<file path="config.mk">
export PLATFORM = sky130hd
export DESIGN_NAME = gnt_watchdog
export DESIGN_NICKNAME = d
export VERILOG_FILES = /design/src/rtl/gnt_watchdog_pkg.sv /design/src/rtl/gnt_watchdog_ch.sv /design/src/rtl/gnt_watchdog.sv
export SDC_FILE = /design/constraint.sdc
export NUM_CORES = 1
export LEC_CHECK = 0
export CORE_MARGIN = 1.5
export CORE_UTILIZATION = 48
export CTS_CLUSTER_DIAMETER = 150
export DETAILED_ROUTE_END_ITERATION = 7
export GPL_ROUTABILITY_DRIVEN = 1
export GPL_TIMING_DRIVEN = 0
export PLACE_DENSITY = 0.87
export SYNTH_ARGS = -nofsm -noshare
export SYNTH_HDL_FRONTEND = slang
export SYNTH_SLANG_ARGS = --single-unit
</file>
<file path="constraint.sdc">
create_clock -name clk -period 3.1 [get_ports clk]
set_input_delay 0.93 -clock clk [delete_from_list [all_inputs] [get_ports clk]]
set_output_delay 0.93 -clock clk [all_outputs]
set_load 0.01 [all_outputs]
</file>
<file path="src/rtl/gnt_watchdog_pkg.sv">
// Shared types and helpers for the grant watchdog: channel state encoding plus
// popcount / lowest-set-index over a vector zero-extended to GW_MAX_CH bits.
package gnt_watchdog_pkg;

  typedef enum logic [1:0] {
    GW_IDLE   = 2'd0,
    GW_ACTIVE = 2'd1,
    GW_STUCK  = 2'd2
  } gw_state_t;

  // Helpers operate on a fixed-width vector; NUM_CH must not exceed this.
  localparam int GW_MAX_CH = 32;

  function automatic int unsigned gw_popcount(input logic [GW_MAX_CH-1:0] v);
    gw_popcount = 0;
    for (int i = 0; i < GW_MAX_CH; i++) begin
      gw_popcount = gw_popcount + 32'(v[i]);
    end
  endfunction

  function automatic int unsigned gw_lowest(input logic [GW_MAX_CH-1:0] v);
    gw_lowest = 0;
    for (int i = GW_MAX_CH - 1; i >= 0; i--) begin
      if (v[i]) gw_lowest = i[31:0];
    end
  endfunction

endpackage

</file>
<file path="src/rtl/gnt_watchdog_ch.sv">
// One grant channel tracker: IDLE/ACTIVE/STUCK, STUCK after TIMEOUT+1 high samples.
// Outputs registered state, 1-cycle update latency; no backpressure (pure observer).
module gnt_watchdog_ch
  import gnt_watchdog_pkg::*;
#(
  parameter int TIMEOUT = 7,
  parameter bit STICKY  = 1'b1
) (
  input  logic      clk,
  input  logic      reset_n,
  input  logic      gnt,
  input  logic      clr,
  output gw_state_t state,
  output logic      active,
  output logic      stuck,
  output logic      stuck_nxt,
  output logic      enter_stuck
);

  localparam int CNT_W = $clog2(TIMEOUT + 1);
  localparam logic [CNT_W-1:0] CNT_LAST = CNT_W'(TIMEOUT - 1);

  gw_state_t        state_nxt;
  logic [CNT_W-1:0] cnt;
  logic [CNT_W-1:0] cnt_nxt;

  always_ff @(posedge clk or negedge reset_n) begin
    if (!reset_n) begin
      state <= GW_IDLE;
      cnt   <= '0;
    end else begin
      state <= state_nxt;
      cnt   <= cnt_nxt;
    end
  end

  always_comb begin
    state_nxt = state;
    cnt_nxt   = cnt;
    case (state)
      GW_IDLE: begin
        if (gnt) begin
          state_nxt = GW_ACTIVE;
          cnt_nxt   = '0;
        end
      end
      GW_ACTIVE: begin
        if (!gnt) begin
          state_nxt = GW_IDLE;
          cnt_nxt   = '0;
        end else if (cnt == CNT_LAST) begin
          state_nxt = GW_STUCK;
        end else begin
          cnt_nxt = cnt + CNT_W'(1);
        end
      end
      GW_STUCK: begin
        // Sticky mode waits for software; otherwise the grant dropping releases it.
        if (STICKY) begin
          if (clr) begin
            state_nxt = gnt ? GW_ACTIVE : GW_IDLE;
            cnt_nxt   = '0;
          end
        end else if (!gnt) begin
          state_nxt = GW_IDLE;
          cnt_nxt   = '0;
        end
      end
      default: begin
        state_nxt = GW_IDLE;
        cnt_nxt   = '0;
      end
    endcase
  end

  always_comb begin
    active      = (state != GW_IDLE);
    stuck       = (state == GW_STUCK);
    stuck_nxt   = (state_nxt == GW_STUCK);
    enter_stuck = stuck_nxt & ~stuck;
  end

endmodule

</file>
<file path="src/rtl/gnt_watchdog.sv">
// Multi-channel grant watchdog with first-stuck capture and saturating event count.
// All status registered, 1-cycle latency from gnt/clr; no backpressure (observer only).
module gnt_watchdog
  import gnt_watchdog_pkg::*;
#(
  parameter int NUM_CH  = 4,
  parameter int TIMEOUT = 7,
  parameter bit STICKY  = 1'b1,
  parameter int EVT_W   = 8,
  localparam int ID_W   = (NUM_CH > 1) ? $clog2(NUM_CH) : 1
) (
  input  logic              clk,
  input  logic              reset_n,
  input  logic [NUM_CH-1:0] gnt,
  input  logic [NUM_CH-1:0] clr,
  output logic [NUM_CH-1:0] active,
  output logic [NUM_CH-1:0] stuck,
  output logic              stuck_any,
  output logic              first_vld,
  output logic [ID_W-1:0]   first_id,
  output logic [EVT_W-1:0]  evt_cnt
);

  gw_state_t         ch_state [NUM_CH];
  logic [NUM_CH-1:0] stuck_nxt;
  logic [NUM_CH-1:0] enter;

  for (genvar i = 0; i < NUM_CH; i++) begin : g_ch
    gnt_watchdog_ch #(
      .TIMEOUT (TIMEOUT),
      .STICKY  (STICKY)
    ) u_ch (
      .clk         (clk),
      .reset_n     (reset_n),
      .gnt         (gnt[i]),
      .clr         (clr[i]),
      .state       (ch_state[i]),
      .active      (active[i]),
      .stuck       (stuck[i]),
      .stuck_nxt   (stuck_nxt[i]),
      .enter_stuck (enter[i])
    );
  end

  always_comb begin
    stuck_any = 1'b0;
    for (int i = 0; i < NUM_CH; i++) begin
      if (ch_state[i] == GW_STUCK) stuck_any = 1'b1;
    end
  end

  logic [5:0]       enter_pc;
  logic [EVT_W+5:0] evt_sum;
  logic [ID_W-1:0]  first_id_nxt;

  always_comb begin
    enter_pc = 6'(gw_popcount(GW_MAX_CH'(enter)));
    evt_sum  = (EVT_W+6)'(evt_cnt) + (EVT_W+6)'(enter_pc);
    // Keep the recorded channel while it is still stuck; otherwise take the lowest.
    if (first_vld && stuck_nxt[first_id]) first_id_nxt = first_id;
    else first_id_nxt = ID_W'(gw_lowest(GW_MAX_CH'(stuck_nxt)));
  end

  always_ff @(posedge clk or negedge reset_n) begin
    if (!reset_n) begin
      first_vld <= 1'b0;
      first_id  <= '0;
      evt_cnt   <= '0;
    end else begin
      first_vld <= |stuck_nxt;
      first_id  <= first_id_nxt;
      evt_cnt   <= (|evt_sum[EVT_W+5:EVT_W]) ? {EVT_W{1'b1}} : evt_sum[EVT_W-1:0];
    end
  end

endmodule
</file>
==> reports/results.ini <==
[critical_path]
crit_family = adder cells
worstSetupStartpointType = input port
crit_top_cell = fa_2
critPathCaptureType = flip-flop
required_ps = 3260
cpPeakStageDelay_ps = 480
regToRegSetupSlack_ps = 120
crit_chain = buf_6, nand2_8, or3_4, fa_1, inv_1, fa_2, fa_2, and3_4, xnor2_2, nand2_1
cp_num_buf_inv = 2
crit_fanout = 6
worstSetupPathType = in -> reg
worstPathArrival_ps = 3200
cpMaxStageDelayCell = fa_1

[cells_and_area]
syn_to_final_growth_pct = 26.5
final_cell_mix = dfrtp_1 (31), clkdlybuf4s50_1 (26), inv_1 (14), nand2_1 (14), nor2_1 (12)
drive_gt1_frac = 0.169
n_antenna_cell = 0
layout_commonest_cell = dfrtp_1
finalNetCount = 254

[power]
power.leakage_nw = 1.05
finalPower_uw = 810
pwr_density_cell_nw_per_um2 = 343
vdd_ir_drop_max_uv = 294

[clocking]
insertion_delay_ps = 280
postCtsHoldBufs = 0
clock-sinks = 31
clkSlewWorstSetupHoldPaths_ps = 60
root_buffer = clkbuf_8
numCtsBuffers = 5
htreeDepth = 2
cts_tree = done
clockBufferDepth = 2

[placement]
dpl.hpwl_um = 2750
gp_congestion = 0.827
port_buffers = 29

[flow_run]
maxCapViolations = 0

[synth]
synth_area_per_cell_um2 = 9.67
synth-seq-area-share = 0.416
synthCells = 193
syn_nets = 215
synth.ff_latch_count = 31
yosys_warnings = 0
post_synth_num_cell_types = 45
synth_area_leaders = dfrtp_1 (42%), ha_1 (6.0%), xnor2_1 (3.3%)
syn_area_um2 = 1870
synth_top_area_share = 0.416
yosysTopAreaCell = dfrtp_1

[global_routing]
antenna_found_initial = 0
overflow = 0
first_global_vias = 1392
grt_use_total = 0.186
grt_max_degree = 32
grt_pass1_wl_um = 6010

[worst_hold_path]
hold_path.class = reg -> reg

[timing]
timing.hold.ws_ps = 532
hold_viol = 0
setup_viol = 0
worstMarginPinSlew_ps = 690
max_slew_margin = 0.540
fmaxAchievable_mhz = 330
period_minus_slack_ps = 3030
post-route-period-util = 0.978
slew_viol_final = 0
skew_ps = 5.19

[routing]
firstDrtPassIters = 4
postRouteWirelength_um = 3650
vias_per_cell = 5.43
drc = 0
ant_nets = 0
drt-wirelength-per-cell_um = 13.1
drt_iter0_markers = 59
vias = 1516

[status]
outcome = finished clean

[floorplan]
die_height_um = 65.4
start_util = 0.506
dieArea_um2 = 4270
fp-row-count = 22
ios = 30
die_x_um = 65.4
core_area_um2 = 3690

## layout make-up
| type | count | area, µm² |
|---|---|---|
| Buffer | 11 | 71.3 |
| Clock buffer | 6 | 72.6 |
| Fill cell | 316 | 1330 |
| Timing Repair Buffer | 32 | 304 |
| Inverter | 15 | 56.3 |
| Tap cell | 48 | 60.1 |
| Sequential cell | 31 | 776 |
| Multi-Input combinational cell | 136 | 1020 |
## worst paths after layout
check	from	to	cells past startpoint
worst max-delay path	gnt[0]	evt_cnt[4]	10
min in group asynchronous	reset_n	g_ch[2].u_ch.cnt[1]	1
worst min register to register	g_ch[0].u_ch.cnt[1]	g_ch[0].u_ch.cnt[1]	2
max in group asynchronous	reset_n	evt_cnt[3]	1
worst min-delay path	g_ch[0].u_ch.cnt[1]	g_ch[0].u_ch.cnt[1]	2
worst max register to register	g_ch[0].u_ch.cnt[0]	evt_cnt[4]	11
## state kept, by name, summed over array words and instances (netlist names)
signal           flops
evt_cnt              8
first_id             2
first_vld            1
g_ch.u_ch.cnt       12
g_ch.u_ch.state      8
## cells in the mapped netlist
library cell / instances
a211oi_1: 1
a21o_1: 2
a21oi_1: 10
a22o_1: 1
a2bb2oi_1: 1
a32o_1: 2
and2_1: 4
and3_1: 3
and4_1: 1
and4b_4: 1
buf_4: 8
clkbuf_1: 3
dfrtp_1: 31
fa_1: 3
ha_1: 9
inv_1: 15
mux2i_1: 1
nand2_1: 15
nand2_2: 1
nand2b_1: 6
nand3_1: 3
nand3b_1: 1
nand4_1: 2
nand4b_1: 1
nor2_1: 12
nor2b_1: 3
nor3_1: 4
nor3b_2: 1
nor4b_1: 1
o21a_1: 2
o21ai_0: 12
o21ai_1: 5
o21bai_1: 1
o22ai_1: 2
o2bb2ai_1: 1
o31ai_1: 2
o32ai_1: 2
o32ai_2: 2
o32ai_4: 1
o41ai_1: 2
or2_2: 4
or3_1: 1
or4_1: 2
xnor2_1: 7
xor2_1: 1
## per-stage QoR
stage	cell area (µm²)	setup TNS [ps]	setup slack, ps	utilization	cells
3_3_place_gp	2260	-5650	-749	0.614	270
6_report	2360	0	67.9	0.640	279
5_1_grt	2360	-9.88	-9.88	0.640	279
2_1_floorplan	1910	-33.1	-26.1	-	193
3_5_place_dp	2260	-6000	-800	0.614	270
4_1_cts	2340	0	20.7	0.634	277
## cells by family after synthesis
| group | share of synthesized area |
|---|---|
| and+or+nand+nor | 0.194 |
| muxes | 0.00536 |
| DFF | 0.416 |
| xor gates and xnor gates | 0.0375 |
| AOI/OAI and AO/OA | 0.187 |
| buffers and inverters | 0.0684 |
| adders and majority gates | 0.0925 |
## worst register-to-register path, delay by kind of cell, from the launching register on
| kind | cells | cell delay [ps] |
|---|---|---|
| XOR/XNOR | 1 | 150 |
| flip-flops | 1 | 420 |
| AND/OR/NAND/NOR | 4 | 730 |
| buffers and inverters | 2 | 130 |
| adder cells (fa/ha/maj) | 4 | 1440 |
## power breakdown
group          internal [mW]  switching (mW)
Sequential             0.419          0.0165
Combinational         0.0461          0.0448
Clock                  0.149           0.134
## routing by layer
layer,wire length [µm],vias up,GRT usage
met3,129,7,0.0360
met4,66,0,0.0964
met5,0,-,0
met1,1620,729,0.219
li1,-,751,-
met2,1830,29,0.320
## repair_timing
item,in CTS,in global routing
setup endpoints to repair,8,8
setup buffers,1,2
pin swaps,1,3
resized for setup,6,10
No activity file was read; power rests on OpenSTA's default activity.
